$ cat src/rtl/inst_fetch_pkg.sv
// Shared definitions for the instruction fetch stage: reset PC default,
// implemented instruction RAM size, and the layout of a queued fetch entry.
package inst_fetch_pkg;

  localparam logic [31:0] RESET_PC_DEFAULT = 32'h0000_0000;
  localparam int          IMEM_ADDR_W      = 9;

  // One queued fetch result: {fault, pc, instr}, fault in the MSB.
  typedef struct packed {
    logic        fault;
    logic [31:0] pc;
    logic [31:0] instr;
  } fetch_entry_t;

  localparam int FETCH_ENTRY_W = $bits(fetch_entry_t);

  // inst_ram is word addressed; the byte offset bits are dropped.
  function automatic logic [31:0] word_adr(input logic [31:0] byte_pc);
    return {2'b00, byte_pc[31:2]};
  endfunction

endpackage

$ cat src/rtl/inst_fetch_fifo.sv
// Small synchronous FIFO holding fetched entries for decode. Supports a
// same-cycle push and pop when full, and a flush that empties it at the
// next posedge (flush wins over push and pop).
module fetch_fifo
  import inst_fetch_pkg::*;
#(
  parameter int DEPTH = 2,
  parameter int WIDTH = FETCH_ENTRY_W
) (
  input  logic             clk,
  input  logic             rst_n,
  input  logic             push,
  input  logic             pop,
  input  logic             flush,
  input  logic [WIDTH-1:0] wdata,
  output logic [WIDTH-1:0] rdata,
  output logic             empty,
  output logic             full
);

  localparam int               PTR_W     = $clog2(DEPTH);
  localparam logic [PTR_W:0]   DEPTH_CNT = (PTR_W + 1)'(DEPTH);

  logic [WIDTH-1:0] mem [DEPTH];
  logic [PTR_W-1:0] wr_ptr;
  logic [PTR_W-1:0] rd_ptr;
  logic [PTR_W:0]   count;
  logic             do_push;
  logic             do_pop;

  assign empty   = (count == '0);
  assign full    = (count == DEPTH_CNT);
  assign do_pop  = pop & ~empty;
  assign do_push = push & (~full | do_pop);

  // An empty FIFO presents zeros so the head outputs are clean after reset.
  assign rdata = empty ? '0 : mem[rd_ptr];

  // Pointer and occupancy bookkeeping; pointers wrap since DEPTH is a power of two.
  // NOTE: clocked state is updated with non-blocking assignments so every
  // register in the block samples pre-edge values regardless of statement order.
  always_ff @(posedge clk or negedge rst_n) begin
    if (!rst_n) begin
      wr_ptr <= '0;
      rd_ptr <= '0;
      count  <= '0;
    end else if (flush) begin
      wr_ptr <= '0;
      rd_ptr <= '0;
      count  <= '0;
    end else begin
      if (do_push) wr_ptr <= wr_ptr + 1'b1;
      if (do_pop)  rd_ptr <= rd_ptr + 1'b1;
      if (do_push && !do_pop)      count <= count + 1'b1;
      else if (do_pop && !do_push) count <= count - 1'b1;
    end
  end

  // Entry storage write port.
  // NOTE: the storage array has no reset; occupancy is tracked by count and
  // empty masks the head, so stale contents are never observed.
  always_ff @(posedge clk) begin
    if (do_push && !flush) mem[wr_ptr] <= wdata;
  end

endmodule

$ cat src/rtl/inst_fetch.sv
// Fetch stage upstream of inst_ram: holds the PC, drives the word address,
// captures the returned word and queues {fault, pc, instr} for decode.
// A redirect reloads the PC and flushes everything queued.
module inst_fetch
  import inst_fetch_pkg::*;
#(
  parameter logic [31:0] RESET_PC = RESET_PC_DEFAULT,
  parameter int          DEPTH    = 2,
  parameter int          ADDR_W   = IMEM_ADDR_W
) (
  input  logic        clk,
  input  logic        rst_n,
  input  logic        fetch_en,
  input  logic        redirect_valid,
  input  logic [31:0] redirect_pc,
  output logic [3:0]  imem_wren,
  output logic [31:0] imem_adr,
  output logic [31:0] imem_wdata,
  input  logic [31:0] imem_rdata,
  output logic        out_valid,
  input  logic        out_ready,
  output logic [31:0] out_pc,
  output logic [31:0] out_instr,
  output logic        out_fault
);

  logic [31:0]  pc;
  logic         fault;
  logic         pop;
  logic         issue;
  logic         fifo_full;
  logic         fifo_empty;
  fetch_entry_t push_entry;
  fetch_entry_t head_entry;

  // The instruction port is read-only.
  assign imem_wren  = 4'b0000;
  assign imem_wdata = 32'h0;
  assign imem_adr   = word_adr(pc);

  // Misaligned PCs and PCs beyond the implemented RAM (which would alias) are flagged.
  assign fault = (pc[1:0] != 2'b00) || ((pc >> (ADDR_W + 2)) != 32'd0);

  // A slot frees up this cycle if the head is handed to decode.
  assign pop   = out_valid & out_ready;
  assign issue = fetch_en & ~redirect_valid & (~fifo_full | pop);

  assign push_entry = '{fault: fault, pc: pc, instr: imem_rdata};

  // PC: redirect has priority, otherwise advance by one word per issued fetch.
  always_ff @(posedge clk or negedge rst_n) begin
    if (!rst_n) begin
      pc <= RESET_PC;
    end else if (redirect_valid) begin
      pc <= redirect_pc;
    end else if (issue) begin
      pc <= pc + 32'd4;
    end
  end

  fetch_fifo #(
    .DEPTH (DEPTH),
    .WIDTH (FETCH_ENTRY_W)
  ) u_fifo (
    .clk   (clk),
    .rst_n (rst_n),
    .push  (issue),
    .pop   (pop),
    .flush (redirect_valid),
    .wdata (push_entry),
    .rdata (head_entry),
    .empty (fifo_empty),
    .full  (fifo_full)
  );

  assign out_valid = ~fifo_empty;
  assign out_pc    = head_entry.pc;
  assign out_instr = head_entry.instr;
  assign out_fault = head_entry.fault;

endmodule

$ cat config.mk
export PLATFORM = sky130hd
export DESIGN_NAME = inst_fetch
export DESIGN_NICKNAME = d
export VERILOG_FILES = /design/src/rtl/inst_fetch_pkg.sv /design/src/rtl/inst_fetch_fifo.sv /design/src/rtl/inst_fetch.sv
export SDC_FILE = /design/constraint.sdc
export NUM_CORES = 1
export LEC_CHECK = 0
export BUFFER_PORTS_ARGS = -buffer_cell sky130_fd_sc_hd__buf_2
export CAP_MARGIN = 25
export CELL_PAD_IN_SITES_DETAIL_PLACEMENT = 1
export CELL_PAD_IN_SITES_GLOBAL_PLACEMENT = 1
export CORE_ASPECT_RATIO = 0.6
export CORE_MARGIN = 8
export CORE_UTILIZATION = 30
export CTS_BUF_LIST = sky130_fd_sc_hd__clkbuf_4
export DETAILED_ROUTE_END_ITERATION = 10
export HOLD_SLACK_MARGIN = 0.05
export PLACE_DENSITY = 0.62
export SYNTH_ARGS = -nofsm -noshare
export SYNTH_HDL_FRONTEND = slang
export SYNTH_SLANG_ARGS = --single-unit
export TNS_END_PERCENT = 50
$ cat constraint.sdc
create_clock -name clk -period 11.2 [get_ports clk]
set_input_delay 0 -clock clk [delete_from_list [all_inputs] [get_ports clk]]
set_output_delay 0 -clock clk [all_outputs]
set_load 0.1 [all_outputs]
# Word-level counts from Yosys, hierarchy flattened
# Memory sizes are Yosys's and may differ from the RTL's.
# Index checks and enable logic that the tools add are counted.
dict set report totals {
  register_bits 36
  latch_bits 0
  ramBits 130
  romBits 0
  input_bits 69
  output_inout_bits 134
  wordCells 47
  n_memories 1
}
dict set report op_classes {
  add_sub_neg 5
  mul 0
  n_div 0
  order_cmp 0
  n_eq_ne 1
  n_shift 0
  mux 12
  bitwise 10
  n_reduce_logical 14
}
# memory depth width rd rd_clocked_by_memory_dff wr line
set memory_table {}
lappend memory_table {u_fifo.mem 2 65 1 0 1 inst_fetch_fifo.sv:24} ;# logic [WIDTH-1:0] mem [DEPTH];
# cell n
set op_table {}
lappend op_table {{$mux 65} 1}
lappend op_table {{$mux 32} 2}
lappend op_table {{$add 32x3->32 const B} 1}
lappend op_table {{$reduce_bool 32->1} 1}
lappend op_table {{$reduce_bool 2->1} 4}
lappend op_table {{$mux 1} 6}
lappend op_table {{$mux 2} 3}
lappend op_table {{$and 1x1->1} 5}
lappend op_table {{$logic_and 1x1->1} 3}
lappend op_table {{$logic_not 1->1} 3}
lappend op_table {{$not 1->1} 3}
lappend op_table {{$reduce_bool 3->1} 1}
lappend op_table {{$add 1x1->1 const B} 2}
lappend op_table {{$add 2x1->2 const B} 1}
lappend op_table {{$eq 2x2->1 const B} 1}
lappend op_table {{$logic_not 2->1} 1}
lappend op_table {{$or 1x1->1} 2}
lappend op_table {{$sub 2x1->2 const B} 1}
lappend op_table {{$logic_or 1x1->1} 1}

# Depth between registers and ports, before layout
# Gate-level depths: netlist (run 1).
dict set report logic_depth {
  word_depth 11
  depth_mapped 6
  ltp_nobuf 5
}

# Modules after synthesis
# Synthesis (run 1) repeated with hierarchy kept, for this count alone.
dict set report hier_totals {
  hier_cells 575
  hier_area_um2 7563.5
}
# module instances cells_each area_per_inst_um2 seq_area_each_um2
set by_module_without_submodules {}
lappend by_module_without_submodules {fetch_fifo 1 300 5138.7 4003.8}
lappend by_module_without_submodules {inst_fetch 1 275 2424.8 800.8}

# Worst setup path after synthesis (run 1)
# No wires, ideal clock.
dict set report synth_path {
  path_type {register -> register}
  startpoint {register u_fifo.count[1]}
  endpoint {memory u_fifo.mem[1][0] in the netlist's numbering, enable pin}
  setup_time_ns 0.582
  arrival_ns 5.752
  required_ns 10.618
  setup_slack_ns 4.867
  stages_incl_launch_ff 5
  path_buffers 1
  period_less_slack_ns 6.333
  cell_sequence {dfrtp_1 -> or3b_1 -> clkbuf_1 -> nand2_1 -> nor3b_1}
}
dict set report synth_between {
  elab_chain_len 9
  word_cells_on_any_way 13
  cone_classes {1 x eq/ne; 2 x mux; 8 x bitwise; 2 x reduce/logical}
}
# item line
set synth_lines {}
lappend synth_lines {{start, declared} inst_fetch_fifo.sv:27} ;# logic [PTR_W:0] count;
lappend synth_lines {{start signal, assigned} inst_fetch_fifo.sv:54} ;# if (do_push && !do_pop) count <= count + 1'b1;
lappend synth_lines {{start signal, assigned} inst_fetch_fifo.sv:55} ;# else if (do_pop && !do_push) count <= count - 1'b1;
lappend synth_lines {{$logic_not 2->1} inst_fetch_fifo.sv:31} ;# assign empty = (count == '0);
lappend synth_lines {{$not 1->1} {inst_fetch_fifo.sv:33, inst_fetch.sv:76}}
lappend synth_lines {{$and 1x1->1} inst_fetch.sv:45} ;# assign pop = out_valid & out_ready;
lappend synth_lines {{$or 1x1->1 / $and 1x1->1 (equally long branches)} {inst_fetch.sv:46, inst_fetch_fifo.sv:33}}
lappend synth_lines {{$and 1x1->1 / $or 1x1->1 (equally long branches)} {inst_fetch.sv:46, inst_fetch_fifo.sv:34}}
lappend synth_lines {{$and 1x1->1 *} inst_fetch_fifo.sv:34} ;# assign do_push = push & (~full | do_pop);
lappend synth_lines {{$logic_and 1x1->1 *} inst_fetch_fifo.sv:63} ;# if (do_push && !flush) mem[wr_ptr] <= wdata;
lappend synth_lines {{$mux 1 *} inst_fetch_fifo.sv:63}
lappend synth_lines {{$mux 1 (not written as such) *} inst_fetch_fifo.sv:63}
lappend synth_lines {{end, declared} inst_fetch_fifo.sv:24}
# Every way passes the cells marked *; elsewhere a longest branch is shown, timed or not.

# Worst setup path in the final report (run 1)
dict set report layout_path {
  startpoint {register u_fifo.rd_ptr}
  endpoint {output port out_pc[10]}
}
dict set report layout_between {
  elab_chain_len 2
}
# item line
set layout_lines {}
lappend layout_lines {{start, declared} inst_fetch_fifo.sv:26} ;# logic [PTR_W-1:0] rd_ptr;
lappend layout_lines {{start signal, assigned} inst_fetch_fifo.sv:53} ;# if (do_pop) rd_ptr <= rd_ptr + 1'b1;
lappend layout_lines {{$mem_v2 2x65} n/a}
lappend layout_lines {{$mux 65} inst_fetch_fifo.sv:37} ;# assign rdata = empty ? '0 : mem[rd_ptr];
lappend layout_lines {{end, declared} inst_fetch.sv:22} ;# output logic [31:0] out_pc,
# No other way between the ends.

==> flow_metrics.env, run 1 <==
export IMPL_status="complete, no violations"
export IMPL_portBuffers=164
export IMPL_drv_cap=0
export IMPL_clockBufferDepth=2
export IMPL_synthesis_area_um2=7620
export IMPL_num_rows=45
export IMPL_synth_fa_ha_area_frac=0.00164
export IMPL_multi_input_area_um2=2280
export IMPL_p_comb_frac=0.283
export IMPL_wl_per_cell_um=18.4
export IMPL_nets=893
export IMPL_detail_route_antenna_nets=0
export IMPL_powerDensity_nw_per_um2=161
export IMPL_ys_flop_type="edfxtp_1"
export IMPL_synth_area_per_cell_um2=12.8
export IMPL_synth_top_family_by_area="simple AND/OR/NAND/NOR gates"
export IMPL_drt_total_wl_um=21500
export IMPL_drive_above_1_share=0.251
export IMPL_yosysWarnings=0
export IMPL_die_x_um=222
export IMPL_switching_share=0.391
export IMPL_setup_tns_ns=0
export IMPL_worstSetupPathType="flop to output port"
export IMPL_ys_ff_latch=166
export IMPL_cpPeakStageDelay_ns=0.77
export IMPL_relSlewSlack=0.304
export IMPL_synth_compound_area_frac=0.0471
export IMPL_worst_pin_slew_ns=1.04
export IMPL_boundaryPins=203
export IMPL_cts_tree="yes"
export IMPL_synth_xor_area_share=0.0115
export IMPL_synthTopCellsByArea="edfxtp_1, dfrtp_1, mux2i_1"
export IMPL_async_flop_share=0.217
export IMPL_min_path_type="input port to flop"
export IMPL_r2r_end="pc[12]"
export IMPL_synth_edf_count=130
export IMPL_n_fill_cell=2782
export IMPL_startpoint_type="flop"
export IMPL_core_um2=25100
export IMPL_path_delay_family="buffers and inverters"
export IMPL_fin_crit_ns=2.90
export IMPL_root_buffer="clkbuf_4"
export IMPL_firstDrtPassIters=4
export IMPL_yosysMostFrequentCell="edfxtp_1"
export IMPL_die_h_um=139
export IMPL_synth_area_mux_share=0.0896
export IMPL_remaining_drc_errors=0
export IMPL_critPathMaxFanout=55
export IMPL_finalClockSkew_ns=0.0270
export IMPL_seqCellArea_um2=4810
export IMPL_required_ns=11.20
export IMPL_start_util=0.304
export IMPL_grt_max_degree=66
export IMPL_syn_to_final_growth_pct=26.9
export IMPL_antenna_found_initial=1
export IMPL_gp_congestion=0.708
export IMPL_rsz0062_at_grt="false"
export IMPL_finalHoldViolCount=0
export IMPL_vdd_drop_max_mv=0.0607
export IMPL_timing_final_crit_share=0.259
export IMPL_synthCells=598
export IMPL_pwr_share_clk=0.241
export IMPL_vias=5348
export IMPL_min_from="imem_rdata[8]"
export IMPL_grt_pass1_wl_um=33500
export IMPL_r2r_cells=6
export IMPL_synth_common_cells="edfxtp_1, nor2_1, buf_4, mux2i_1, dfrtp_1"
export IMPL_path_cells="buf_4, mux2i_1, nor2_1, buf_2"
export IMPL_pwr_share_seq=0.475
export IMPL_hold_path_end="u_fifo.mem[0][8]"
export IMPL_yosysSeqAreaShare=0.630
export IMPL_clkTransAtPathRegs_ns=0.15
export IMPL_crit_path_end_kind="output port"
export IMPL_clock_sinks=166
export IMPL_grt_ovfl_total=0
export IMPL_grt_pass1_vias=5742
export IMPL_setup_viol=0
export IMPL_hold_ws_ns=0.144
export IMPL_synth_simple_gate_area_frac=0.128
export IMPL_dpl_hpwl_um=14300
export IMPL_fmax_mhz=345
export IMPL_yosysUniqueCellTypes=48
export IMPL_arrival_ns=2.90
export IMPL_cts_buffers=17
export IMPL_via_per_inst=4.59
export IMPL_ctsHtreeMaxLevel=4
export IMPL_slowest_stage="buf_4"
export IMPL_synth_largest_area_cell="edfxtp_1"
export IMPL_r2r_slack_ns=8.72
export IMPL_drv_slew=0
export IMPL_grt_use_total=0.139
export IMPL_cts_repair_resized=0
export IMPL_clock_latency_ns=0.56
export IMPL_drtIter0Drc=234
export IMPL_timing_critical_path_buf_inv=2
export IMPL_p_int_uw=949
export IMPL_p_sw_uw=609
export IMPL_dieArea_um2=30900
export IMPL_r2r_start="pc[3]"
export IMPL_synth_top_area_share=0.512
export IMPL_power_leakage_uw=0.00370
export IMPL_hold_path_depth=2
==> sequential cells by signal (all words and copies together) (netlist names) <==
name and flops:
pc 32, u_fifo.count 2, u_fifo.mem 130, u_fifo.rd_ptr 1
u_fifo.wr_ptr 1
==> repair_timing <==
item,CTS,global route
buffers inserted,0,0
hold buffers,96,1
hold endpoints to repair,136,10
==> layer usage <==
| layer | wire length (um) | global-route usage |
|---|---|---|
| met1 | 10400 | 0.185 |
| met2 | 9670 | 0.217 |
| met3 | 1170 | 0.0434 |
| met4 | 259 | 0.0368 |
| met5 | 0 | 0 |
==> power groups by stage <==
stage | combinational [uW] | sequential (uW) | clock (uW)
6_report | 441 | 740 | 376
3_3_place_gp | 411 | 753 | 0
5_1_grt | 462 | 746 | 413
2_1_floorplan | 370 | 739 | 0
4_1_cts | 443 | 741 | 392
3_5_place_dp | 412 | 755 | 0
==> layout by cell type, fill, tap and decap left out, drive strengths merged, types with 3 or more instances in the layout <==
master	count
buf	170
and3	6
edfxtp	130
a31oi	18
nand4	12
conb	38
o31ai	15
and4	5
xor2	8
nand3	16
dlygate4sd3	97
clkinv	4
nor3b	3
and2	6
nor4	6
or3	3
nand2	23
mux2i	66
o21ai	12
dfrtp	36
nor3	5
nor2	89
inv	12
bufinv	3
or4	15
clkbuf	17
==> metrics by stage <==
stage	cells	cell area (um2)	total power [uW]	setup slack [ns]	utilization
after floorplan	635	7760	1110	4.87	-
after global placement	1035	8380	1160	8.80	0.334
after detailed placement	1035	8380	1170	8.77	0.334
after CTS	1162	9640	1580	8.22	0.384
after global routing	1165	9680	1620	8.08	0.385
final	1165	9680	1560	8.30	0.385
==> layout make-up <==
class,instances,share of cell area
timing repair buffer,267,0.191
sequential,166,0.497
multi-input combinational,365,0.236
tap,329,0.0425
clock inverter,14,0.0178
inverter,6,0.00233
antenna,1,0.000259
clock buffer,17,0.0132
==> worst max path at each step <==
stage,startpoint,endpoint,slack (ns),cells past startpoint
finish,u_fifo.rd_ptr,out_pc[10],8.30,4
global route,u_fifo.rd_ptr,out_pc[10],8.08,4
CTS,u_fifo.rd_ptr,out_pc[12],8.22,4
detailed placement,u_fifo.count[1],u_fifo.mem[1][1],8.77,4
global placement,u_fifo.count[1],u_fifo.mem[1][29],8.80,4
floorplan,u_fifo.count[1],u_fifo.mem[1][0],4.87,4
==> cell families (layout without fill, tap and decap cells) <==
group | count (synthesis) | in the layout
adder cells (fa/ha/maj) | 1 | 1
AND/OR/NAND/NOR | 194 | 194
buffers and inverters | 104 | 304
multiplexers | 68 | 68
AO/OA/AOI/OAI | 54 | 54
flip-flops | 166 | 166
other | 1 | 39
XOR/XNOR | 10 | 10
Power figures use the tool's default switching activity.
==> run 2: changes to the inputs <==
==> constraint.sdc (replaced) <==
create_clock -name clk -period 2.93 [get_ports clk]
set_input_delay 0 -clock clk [delete_from_list [all_inputs] [get_ports clk]]
set_output_delay 0 -clock clk [all_outputs]
set_load 0.1 [all_outputs]
==> run 2 against run 1 <==
  * Hold slack got worse by 0.085 ns
  * Cell area up 1.6%
  * Die area unchanged
  * Final cell count rose by 0.17%
  * Clock power rose to 3.8 times the previous value
  * Total power rose to 3.8 times the previous value
  * Worst setup slack worse by 7.9 ns
  * Combinational power rose to 3.9 times the previous value
  * Sequential power rose to 3.8 times the previous value
  * Clock-buffer cell count unchanged
  * Largest cell class unchanged
  * Critical path depth increased by 2
==> flow_metrics.env, run 2 (synthesized netlist as in run 1, its figures left out) <==
export IMPL_r2r_slack_ns=0.42
export IMPL_cts_buffers=17
export IMPL_r2r_end="pc[12]"
export IMPL_seqCellArea_um2=4810
export IMPL_num_rows=45
export IMPL_crit_path_end_kind="flop"
export IMPL_clock_latency_ns=0.59
export IMPL_die_h_um=139
export IMPL_status="complete, no violations"
export IMPL_required_ns=3.46
export IMPL_core_um2=25100
export IMPL_r2r_cells=6
export IMPL_ctsHtreeMaxLevel=4
export IMPL_dpl_hpwl_um=15500
export IMPL_remaining_drc_errors=0
export IMPL_cpPeakStageDelay_ns=0.54
export IMPL_clock_sinks=166
export IMPL_timing_final_crit_share=0.857
export IMPL_startpoint_type="flop"
export IMPL_slowest_stage="dlygate4sd3_1"
export IMPL_worstSetupPathType="flop to flop"
export IMPL_antenna_found_initial=0
export IMPL_portBuffers=164
export IMPL_relSlewSlack=0.387
export IMPL_largest_reg_flops=130
export IMPL_arrival_ns=3.04
export IMPL_post_cts_buffers=0
export IMPL_n_fill_cell=2760
export IMPL_n_antenna_cell=0
export IMPL_finalClockSkew_ns=0.0288
export IMPL_power_uw=5990
export IMPL_min_path_type="input port to async pin"
export IMPL_timing_final_ws_setup_ns=0.419
export IMPL_dieArea_um2=30900
export IMPL_wl_per_cell_um=18.9
export IMPL_timing_critical_path_buf_inv=1
export IMPL_path_delay_family="simple AND/OR/NAND/NOR gates"
export IMPL_largest_register="u_fifo.mem"
export IMPL_setup_viol=0
export IMPL_detail_route_antenna_nets=0
export IMPL_powerDensity_nw_per_um2=609
export IMPL_gp_congestion=0.709
export IMPL_power_leakage_uw=0.00376
export IMPL_start_util=0.304
export IMPL_finalNonFillerCells=1167
export IMPL_die_x_um=222
export IMPL_crit_top_cell="nand3_1"
export IMPL_mostFrequentLayoutCells="buf_2, edfxtp_1, dlygate4sd3_1"
export IMPL_path_cells="ha_1, nand3_1, nor4_1, or4b_1, nand3_1, dlygate4sd3_1"
export IMPL_dp_cells=1041
export IMPL_drv_cap=0
export IMPL_vdd_drop_max_mv=0.207
export IMPL_clkTransAtPathRegs_ns=0.18
export IMPL_firstDrtPassIters=4
export IMPL_worst_pin_slew_ns=0.919
export IMPL_vias=5395
export IMPL_fin_area_um2=9830
export IMPL_boundaryPins=203
export IMPL_fmax_mhz=398
export IMPL_drtIter0Drc=310
export IMPL_clockBufferDepth=2
export IMPL_cts_tree="yes"
export IMPL_multi_input_area_um2=2300
export IMPL_syn_to_final_growth_pct=28.9
export IMPL_drt_total_wl_um=22000
export IMPL_grt_pass1_vias=5577
export IMPL_finalHoldViolCount=0
export IMPL_placed_cell_area_um2=8560
export IMPL_drv_slew=0
export IMPL_grt_pass1_wl_um=33900
export IMPL_grt_ovfl_total=0
export IMPL_grt_use_total=0.141
export IMPL_fin_crit_ns=2.51
export IMPL_via_per_inst=4.62
export IMPL_pre_cts_ws_ns=0.675
export IMPL_grt_max_degree=44
export IMPL_reg_top3="u_fifo.mem x130, pc x32, u_fifo.count x2"
export IMPL_rsz0062_at_grt="false"
export IMPL_r2r_start="pc[2]"
export IMPL_nets=895
export IMPL_final_common_cell="buf_2"
export IMPL_critPathMaxFanout=8
export IMPL_root_buffer="clkbuf_4"
export IMPL_drive_above_1_share=0.261
export IMPL_setup_tns_ns=0
## run 2: report_power, final
part | internal (uW) | switching, uW | leakage, uW | total [uW]
Clock | 425 | 1010 | 0.000170 | 1430
Sequential | 2690 | 157 | 0.00161 | 2840
Combinational | 357 | 1350 | 0.00198 | 1710
Total | 3470 | 2520 | 0.00376 | 5990
## run 2: routing by layer
layer | global-route usage | vias up | part of all wire
met1 | 0.200 | 2686 | 0.50
met2 | 0.209 | 126 | 0.44
met3 | 0.0413 | 19 | 0.051
met4 | 0.0320 | 0 | 0.0090
met5 | 0 | - | 0
li1 | - | 2564 | -
## run 2: repair_timing
action / 4_1_cts / 5_1_grt
gates resized for setup: 0 / 0
hold endpoints to repair: 148 / 0
hold buffers: 94 / 0
## run 2: through the flow
step                      hold WS (ns)  utilization
final                           0.0593        0.391
after floorplan                 -0.296            -
after global routing            0.0701        0.391
after CTS                       0.0512        0.391
after global placement           0.192        0.341
after detailed placement         0.193        0.341
## run 2: final cells by class
cell class                      count  area share
Tap cell                          329      0.0419
Timing Repair Buffer              269       0.199
Inverter                            6     0.00229
Clock buffer                       17      0.0130
Clock inverter                     15      0.0202
Multi-Input combinational cell    365       0.234
Sequential cell                   166       0.489
## run 2: worst max path at each step
stage | endpoint | cells after the start | startpoint | slack, ns
floorplan | u_fifo.mem[1][0] | 4 | u_fifo.count[1] | 0.001
global placement | u_fifo.mem[0][17] | 4 | u_fifo.count[0] | 0.72
detailed placement | u_fifo.mem[0][17] | 4 | u_fifo.count[1] | 0.67
CTS | out_instr[23] | 4 | u_fifo.rd_ptr | 0.43
global route | pc[12] | 6 | pc[3] | 0.27
finish | pc[12] | 6 | pc[2] | 0.42
